File: config.mk
export PLATFORM = sky130hd
export DESIGN_NAME = decode_stage
export DESIGN_NICKNAME = d
export VERILOG_FILES = /design/src/rtl/decode_stage.sv
export SDC_FILE = /design/constraint.sdc
export NUM_CORES = 1
export LEC_CHECK = 0
export CAP_MARGIN = 20
export CELL_PAD_IN_SITES_DETAIL_PLACEMENT = 1
export CELL_PAD_IN_SITES_GLOBAL_PLACEMENT = 2
export CORE_AREA = 2 2 218 220
export CTS_BUF_LIST = sky130_fd_sc_hd__clkbuf_4 sky130_fd_sc_hd__clkbuf_8 sky130_fd_sc_hd__clkbuf_16
export DETAILED_ROUTE_END_ITERATION = 12
export DIE_AREA = 0 0 220 222
export PLACE_DENSITY = 0.71
export SLEW_MARGIN = 20
export SYNTH_ARGS = -nofsm -noshare
export SYNTH_HDL_FRONTEND = slang
export SYNTH_SLANG_ARGS = --single-unit
File: constraint.sdc
create_clock -name clk_i -period 2.2 [get_ports clk_i]
set_input_delay 0.33 -clock clk_i [delete_from_list [all_inputs] [get_ports clk_i]]
set_output_delay 0.33 -clock clk_i [all_outputs]
set_load 0.005 [all_outputs]
File: src/rtl/decode_stage.sv
// RV32I/RV64I instruction-decode pipeline stage: combinational decode of instr_i
// into a control bundle, held in a registered output stage behind a 2-entry skid buffer.

package core_pkg;
   typedef enum logic [1:0] {Add = 2'd0, Funct = 2'd1, Op32 = 2'd2} aluop_e;
   typedef enum logic [1:0] {JmpNone = 2'd0, Jal = 2'd1, Jalr = 2'd2} jump_e;
   typedef enum logic [1:0] {MemNone = 2'd0, MemLoad = 2'd1, MemStore = 2'd2} mem_e;

   localparam logic [6:0] OpLoad   = 7'b0000011;
   localparam logic [6:0] OpStore  = 7'b0100011;
   localparam logic [6:0] OpBranch = 7'b1100011;
   localparam logic [6:0] OpJalr   = 7'b1100111;
   localparam logic [6:0] OpJal    = 7'b1101111;
   localparam logic [6:0] OpImm    = 7'b0010011;
   localparam logic [6:0] OpReg    = 7'b0110011;
   localparam logic [6:0] OpImm32  = 7'b0011011;
   localparam logic [6:0] OpReg32  = 7'b0111011;
   localparam logic [6:0] OpLui    = 7'b0110111;
   localparam logic [6:0] OpAuipc  = 7'b0010111;
   localparam logic [6:0] OpFence  = 7'b0001111;
   localparam logic [6:0] OpSystem = 7'b1110011;

   localparam logic [31:0] EcallEnc  = 32'h0000_0073;
   localparam logic [31:0] EbreakEnc = 32'h0010_0073;
endpackage

module decode_stage
   import core_pkg::*;
#(
   parameter int Xlen = 64,
   parameter int Ilen = 32
) (
   input  logic            clk_i,
   input  logic            rst_i,
   input  logic            flush_i,
   input  logic            valid_i,
   output logic            ready_o,
   input  logic [Ilen-1:0] instr_i,
   input  logic [Xlen-1:0] pc_i,
   output logic            valid_o,
   input  logic            ready_i,
   output logic [Xlen-1:0] pc_o,
   output logic [4:0]      rd_o,
   output logic [4:0]      rs1_o,
   output logic [4:0]      rs2_o,
   output logic [2:0]      funct3_o,
   output logic [6:0]      funct7_o,
   output logic [Xlen-1:0] imm_o,
   output logic [1:0]      aluop_o,
   output logic            alu_use_imm_o,
   output logic            reg_wb_o,
   output logic            reg_lui_o,
   output logic            is_auipc_o,
   output logic            branch_o,
   output logic            mem_to_reg_o,
   output logic [1:0]      jump_o,
   output logic [1:0]      mem_type_o,
   output logic            ecall_o,
   output logic            ebreak_o,
   output logic            fence_o,
   output logic            illegal_o
);

   localparam bit Rv32 = (Xlen == 32);

   typedef struct packed {
      logic [Xlen-1:0] pc;
      logic [4:0]      rd;
      logic [4:0]      rs1;
      logic [4:0]      rs2;
      logic [2:0]      funct3;
      logic [6:0]      funct7;
      logic [Xlen-1:0] imm;
      aluop_e          aluop;
      logic            alu_use_imm;
      logic            reg_wb;
      logic            reg_lui;
      logic            is_auipc;
      logic            branch;
      logic            mem_to_reg;
      jump_e           jump;
      mem_e            mem_type;
      logic            ecall;
      logic            ebreak;
      logic            fence;
      logic            illegal;
   } bundle_t;

   typedef enum logic [1:0] {StEmpty = 2'd0, StOne = 2'd1, StFull = 2'd2} state_e;

   logic [6:0]      opcode;
   logic [2:0]      funct3;
   logic [Xlen-1:0] imm_i, imm_s, imm_b, imm_u, imm_j;
   logic            legal;
   bundle_t         dec;

   assign opcode = instr_i[6:0];
   assign funct3 = instr_i[14:12];
   assign imm_i  = Xlen'($signed(instr_i[31:20]));
   assign imm_s  = Xlen'($signed({instr_i[31:25], instr_i[11:7]}));
   assign imm_b  = Xlen'($signed({instr_i[31], instr_i[7], instr_i[30:25], instr_i[11:8], 1'b0}));
   assign imm_u  = Xlen'($signed({instr_i[31:12], 12'b0}));
   assign imm_j  = Xlen'($signed({instr_i[31], instr_i[19:12], instr_i[20], instr_i[30:21], 1'b0}));

   // NOTE: every always_comb output gets a default first so no path leaves it unassigned (no latch).
   always_comb begin
      dec   = '0;
      legal = 1'b1;
      // All valid opcodes end in 2'b11, so non-32-bit encodings land in default.
      case (opcode)
         OpLoad: begin
            dec.alu_use_imm = 1'b1;
            dec.reg_wb      = 1'b1;
            dec.mem_to_reg  = 1'b1;
            dec.mem_type    = MemLoad;
            dec.imm         = imm_i;
            legal = (funct3 != 3'b111) && !(Rv32 && (funct3 == 3'b011 || funct3 == 3'b110));
         end
         OpStore: begin
            dec.alu_use_imm = 1'b1;
            dec.mem_type    = MemStore;
            dec.imm         = imm_s;
            legal = !funct3[2] && !(Rv32 && funct3 == 3'b011);
         end
         OpBranch: begin
            dec.branch = 1'b1;
            dec.imm    = imm_b;
            legal      = (funct3[2:1] != 2'b01);
         end
         OpJalr: begin
            dec.jump        = Jalr;
            dec.reg_wb      = 1'b1;
            dec.alu_use_imm = 1'b1;
            dec.imm         = imm_i;
            legal           = (funct3 == 3'b000);
         end
         OpJal: begin
            dec.jump   = Jal;
            dec.reg_wb = 1'b1;
            dec.imm    = imm_j;
         end
         OpImm: begin
            dec.aluop       = Funct;
            dec.alu_use_imm = 1'b1;
            dec.reg_wb      = 1'b1;
            dec.imm         = imm_i;
            legal = !(Rv32 && funct3[1:0] == 2'b01 && instr_i[25]);
         end
         OpReg: begin
            dec.aluop  = Funct;
            dec.reg_wb = 1'b1;
         end
         OpImm32: begin
            dec.aluop       = Op32;
            dec.alu_use_imm = 1'b1;
            dec.reg_wb      = 1'b1;
            dec.imm         = imm_i;
            legal           = !Rv32;
         end
         OpReg32: begin
            dec.aluop  = Op32;
            dec.reg_wb = 1'b1;
            legal      = !Rv32;
         end
         OpLui: begin
            dec.reg_wb      = 1'b1;
            dec.reg_lui     = 1'b1;
            dec.alu_use_imm = 1'b1;
            dec.imm         = imm_u;
         end
         OpAuipc: begin
            dec.reg_wb      = 1'b1;
            dec.is_auipc    = 1'b1;
            dec.alu_use_imm = 1'b1;
            dec.imm         = imm_u;
         end
         OpFence: dec.fence = 1'b1;
         OpSystem: begin
            if (instr_i == EcallEnc)       dec.ecall  = 1'b1;
            else if (instr_i == EbreakEnc) dec.ebreak = 1'b1;
            else                           legal      = 1'b0;
         end
         default: legal = 1'b0;
      endcase
      if (!legal) begin
         dec         = '0;
         dec.illegal = 1'b1;
      end
      dec.pc     = pc_i;
      dec.rd     = instr_i[11:7];
      dec.rs1    = instr_i[19:15];
      dec.rs2    = instr_i[24:20];
      dec.funct3 = funct3;
      dec.funct7 = instr_i[31:25];
   end

   state_e  state_q, state_d;
   bundle_t out_q, out_d;
   bundle_t skid_q, skid_d;
   logic    ready_q, ready_d;
   logic    accept, consume;

   assign valid_o = (state_q != StEmpty);
   assign ready_o = ready_q;
   assign accept  = valid_i && ready_q;
   assign consume = valid_o && ready_i;
   assign ready_d = (state_d != StFull);

   always_comb begin
      state_d = state_q;
      out_d   = out_q;
      skid_d  = skid_q;
      if (flush_i) begin
         state_d = StEmpty;
      end else begin
         case (state_q)
            StEmpty: begin
               if (accept) begin
                  state_d = StOne;
                  out_d   = dec;
               end
            end
            StOne: begin
               if (accept && consume) begin
                  out_d = dec;
               end else if (accept) begin
                  state_d = StFull;
                  skid_d  = dec;
               end else if (consume) begin
                  state_d = StEmpty;
               end
            end
            StFull: begin
               if (consume) begin
                  state_d = StOne;
                  out_d   = skid_q;
               end
            end
            default: state_d = StEmpty;
         endcase
      end
   end

   // NOTE: sequential state uses non-blocking assignments so all registers update from pre-edge values.
   always_ff @(posedge clk_i) begin
      if (rst_i) begin
         state_q <= StEmpty;
         ready_q <= 1'b1;
         // NOTE: payload registers are reset too, so outputs read as a clean NOP bundle after reset.
         out_q   <= '0;
         skid_q  <= '0;
      end else begin
         state_q <= state_d;
         ready_q <= ready_d;
         out_q   <= out_d;
         skid_q  <= skid_d;
      end
   end

   assign pc_o          = out_q.pc;
   assign rd_o          = out_q.rd;
   assign rs1_o         = out_q.rs1;
   assign rs2_o         = out_q.rs2;
   assign funct3_o      = out_q.funct3;
   assign funct7_o      = out_q.funct7;
   assign imm_o         = out_q.imm;
   assign aluop_o       = out_q.aluop;
   assign alu_use_imm_o = out_q.alu_use_imm;
   assign reg_wb_o      = out_q.reg_wb;
   assign reg_lui_o     = out_q.reg_lui;
   assign is_auipc_o    = out_q.is_auipc;
   assign branch_o      = out_q.branch;
   assign mem_to_reg_o  = out_q.mem_to_reg;
   assign jump_o        = out_q.jump;
   assign mem_type_o    = out_q.mem_type;
   assign ecall_o       = out_q.ecall;
   assign ebreak_o      = out_q.ebreak;
   assign fence_o       = out_q.fence;
   assign illegal_o     = out_q.illegal;

endmodule

==> results.json <==
{
  "outcome": "finished with violations",
  "failed_checks": "setup timing",
  "drc_violations_left": 0,
  "detailedRoute.firstPassIterationCount": 5,
  "finalWorstPathRequiredPeriod_ns": 2.21,
  "globalRouteTotalUtil_pct": 18.0,
  "setup.worst_path.end": "imm_o[19]",
  "r2r_cells": 7,
  "arrival_ns": 2.67,
  "worstSkewPairLatency_ns": 0.54,
  "grt_antenna_before_repair": 1,
  "via_count_of_the_first_global_routing_pass": 11900,
  "whs_ns": 0.234,
  "worst_hold_startpoint": "rst_i",
  "final.setup_skew_ns": 0.0173,
  "cts_made_buffers": 36,
  "io_pins": 272,
  "effective_utilization_at_floorplan_pct": 24.9,
  "power.density_nw_per_um2": 764,
  "max-vdd-ir-drop_uv": 466,
  "switching_share_pct": 24.9,
  "clock_pin_slew_on_the_worst_setup_and_hold_paths_ns": 0.06,
  "area.growth.synth_to_final_pct": 46.0,
  "number_of_enable_type_register_cells_in_the_synthesized_netlist": 0,
  "pwr-share-comb_pct": 11.9,
  "synthDistinctLibCells": 50,
  "cts_tree": "yes",
  "postSynthNetCount": 1588,
  "timing.critical_path.from_type": "input port",
  "synth_warnings": 0,
  "first_pass_grt_wire_length_mm": 68.9,
  "design_internal_power_uw": 9670,
  "critPathMaxStageDelay_ns": 0.56,
  "worst_r2r_startpoint": "state_q[0]",
  "grt.overflow.total": 0,
  "clock_path_buffers": 3,
  "timing.setup.critical_path_class": "in2reg",
  "fp.dieH_um": 222,
  "crit_path_top_delay_cell": "sky130_fd_sc_hd__or4_4",
  "crit_path_cell_trace": "clkdlybuf4s50_1 > nor4b_1 > and4_1 > nand4_4 > and3_4 > or4_4 > o22ai_1",
  "setup_repair_after_global_routing_missed_its_margin": "false",
  "drive_gt1_share_pct": 12.8,
  "critical_path.startpoint": "instr_i[31]",
  "critical_path_peak_fanout": 8,
  "yosys-top-cells-area": "sky130_fd_sc_hd__dfxtp_1, sky130_fd_sc_hd__nand2_1, sky130_fd_sc_hd__a311oi_1, sky130_fd_sc_hd__a21oi_1, sky130_fd_sc_hd__nor2_1",
  "dpl.hpwl_mm": 30.1,
  "finalHoldViolations": 0,
  "syn_area_um2": 11500,
  "fin_nets": 1875,
  "detailedRoute.firstIterationViolations": 493,
  "synth.cells.most_frequent": "sky130_fd_sc_hd__nand2_1, sky130_fd_sc_hd__dfxtp_1, sky130_fd_sc_hd__nor2_1",
  "die_width_um": 220,
  "leakage_uw": 0.00610,
  "drt-wirelength-per-cell_um": 18.5,
  "final-setup-viol-count": 1,
  "cts.root.buffer_cell": "sky130_fd_sc_hd__clkbuf_16",
  "p_sw_uw": 3200,
  "io_buffers": 271,
  "antenna_cells_inserted": 0,
  "vias": 11600,
  "most_frequent_cell_after_synthesis": "sky130_fd_sc_hd__nand2_1",
  "numPlacedInstances": 2342,
  "seq_power_share_pct": 41.2,
  "synthDominantCellAreaShare_pct": 48.0,
  "final.setup.worst_slack_ns": -0.00535,
  "hold_buffers": 0,
  "cp_capture_type": "register",
  "slew-limit-headroom_pct": 62.1,
  "synth.largest_area_cell": "sky130_fd_sc_hd__dfxtp_1",
  "drt.antenna.violating_nets": 0,
  "max_slew.worst_pin.slew_ns": 0.568,
  "min_path_type": "in2reg",
  "clock_power_share_pct": 46.9,
  "pin_count_of_the_biggest_net_entering_global_routing": 101,
  "final-instance-count-excl-fill": 2406,
  "synth-async-reset-ratio_pct": 0,
  "place.gp.congestion": 0.798,
  "floorplan.rows": 79,
  "fp.coreArea_um2": 46300,
  "clock_sink_count": 277,
  "timing.fmax_ghz": 0.453,
  "cp_data_required_time_ns": 2.66,
  "htreeDepth": 2,
  "synthFlopType": "sky130_fd_sc_hd__dfxtp_1",
  "die-area_um2": 48800,
  "regToRegEndpoint": "pc_o[47]",
  "slew_violations": 0,
  "synthesis.instances": 1487,
  "cap_violations": 0,
  "synth.yosys.seq_area_share_pct": 48.0,
  "wl_mm": 44.5,
  "setup.reg_to_reg.worst_slack_ns": 0.23,
  "post_synthesis_register_bit_count": 277,
  "period_share_pct": 100,
  "viasPerCell": 4.81,
  "syn-mean-instance-area_um2": 7.76
}
## final cells by class
cell class	count	area, µm²
inverter	3	11.3
multi-input combinational	1049	5360
fill	5457	29400
clock buffer	50	1070
tap	607	759
timing repair buffer	407	3970
sequential	277	5550
clock inverter	13	136
## cell usage in the layout, fill, tap and decap left out, types with 13 or more instances in the layout
cell / instances
sky130_fd_sc_hd__clkbuf_16: 37
sky130_fd_sc_hd__o21a_1: 13
sky130_fd_sc_hd__clkdlybuf4s50_1: 264
sky130_fd_sc_hd__o21ai_0: 29
sky130_fd_sc_hd__a311oi_1: 95
sky130_fd_sc_hd__dfxtp_1: 277
sky130_fd_sc_hd__buf_4: 119
sky130_fd_sc_hd__nand3_1: 23
sky130_fd_sc_hd__nor2_1: 160
sky130_fd_sc_hd__a211oi_1: 18
sky130_fd_sc_hd__buf_12: 17
sky130_fd_sc_hd__a21oi_1: 151
sky130_fd_sc_hd__nor3_1: 24
sky130_fd_sc_hd__nand2_1: 435
## power groups by stage
stage / clock network, µW / logic [µW] / registers (µW)
6_report: 6030 / 1530 / 5300
5_1_grt: 6440 / 1670 / 5320
4_1_cts: 6240 / 1550 / 5310
3_5_place_dp: 0 / 1540 / 5420
3_3_place_gp: 0 / 1520 / 5410
2_1_floorplan: 0 / 565 / 5410
## logic make-up after synthesis
logic type             Yosys count  share of synthesized area (%)
AND/OR/NAND/NOR                693                           24.9
flip-flops                     277                           48.0
XOR/XNOR                         1                         0.0759
multiplexers                     1                         0.0867
AO/OA/AOI/OAI                  354                           20.4
buffers and inverters          161                           6.52
## stage by stage
step / worst slack, ns / TNS [ns] / utilization, % / instance area, µm² / power [µW]
global placement: -0.729 / -65.22 / 33.6 / 15500 / 6940
finish: -0.00535 / -0.00535 / 36.4 / 16800 / 12900
CTS: 0.0194 / 0 / 36.2 / 16800 / 13100
floorplan: -0.0458 / -0.233 / - / 11500 / 5980
detailed placement: -0.755 / -68.18 / 33.6 / 15500 / 6960
global route: 0.00385 / 0 / 36.4 / 16800 / 13400
## registers in the layout, summed over array words and instances, names as in the netlist
| name | cells |
|---|---|
| funct3_o | 3 |
| funct7_o | 7 |
| ecall_o | 1 |
| aluop_o | 2 |
| reg_lui_o | 1 |
| is_auipc_o | 1 |
| ebreak_o | 1 |
| rs2_o | 5 |
| pc_o | 64 |
| reg_wb_o | 1 |
| mem_to_reg_o | 1 |
| rd_o | 5 |
| imm_o | 32 |
| mem_type_o | 2 |
| skid_q | 137 |
| alu_use_imm_o | 1 |
| branch_o | 1 |
| ready_o | 1 |
| illegal_o | 1 |
| rs1_o | 5 |
| state_q | 2 |
| fence_o | 1 |
| jump_o | 2 |
## metal layers
layer	vias to the layer above	wire [µm]	GRT usage, %
met4	0	910	5.74
met1	5615	21000	24.0
met5	-	0	0
met3	54	2500	3.95
met2	238	20200	28.7
li1	5656	-	-
## repair_timing
action | 4_1_cts | 5_1_grt
resized for setup | 2 | 16
buffers inserted | 0 | 1
pin swaps | 2 | 6
endpoints found under the setup margin | 27 | 19
## how the worst min path moves through the flow
stage	endpoint	slack [ns]	depth (start not counted)
after global routing	skid_q[81]	0.23	2
after CTS	skid_q[81]	0.20	2
after global placement	skid_q[16]	0.42	2
after detailed placement	skid_q[17]	0.43	2
final	skid_q[83]	0.23	2
after floorplan	state_q[0]	0.41	1
## worst max-delay path: cells and delay by family
family	cells	cell delay (ns)
AND/OR/NAND/NOR	5	1.66
buffers and inverters	1	0.48
AO/OA/AOI/OAI	1	0.18
Power figures use the tool's default switching activity.
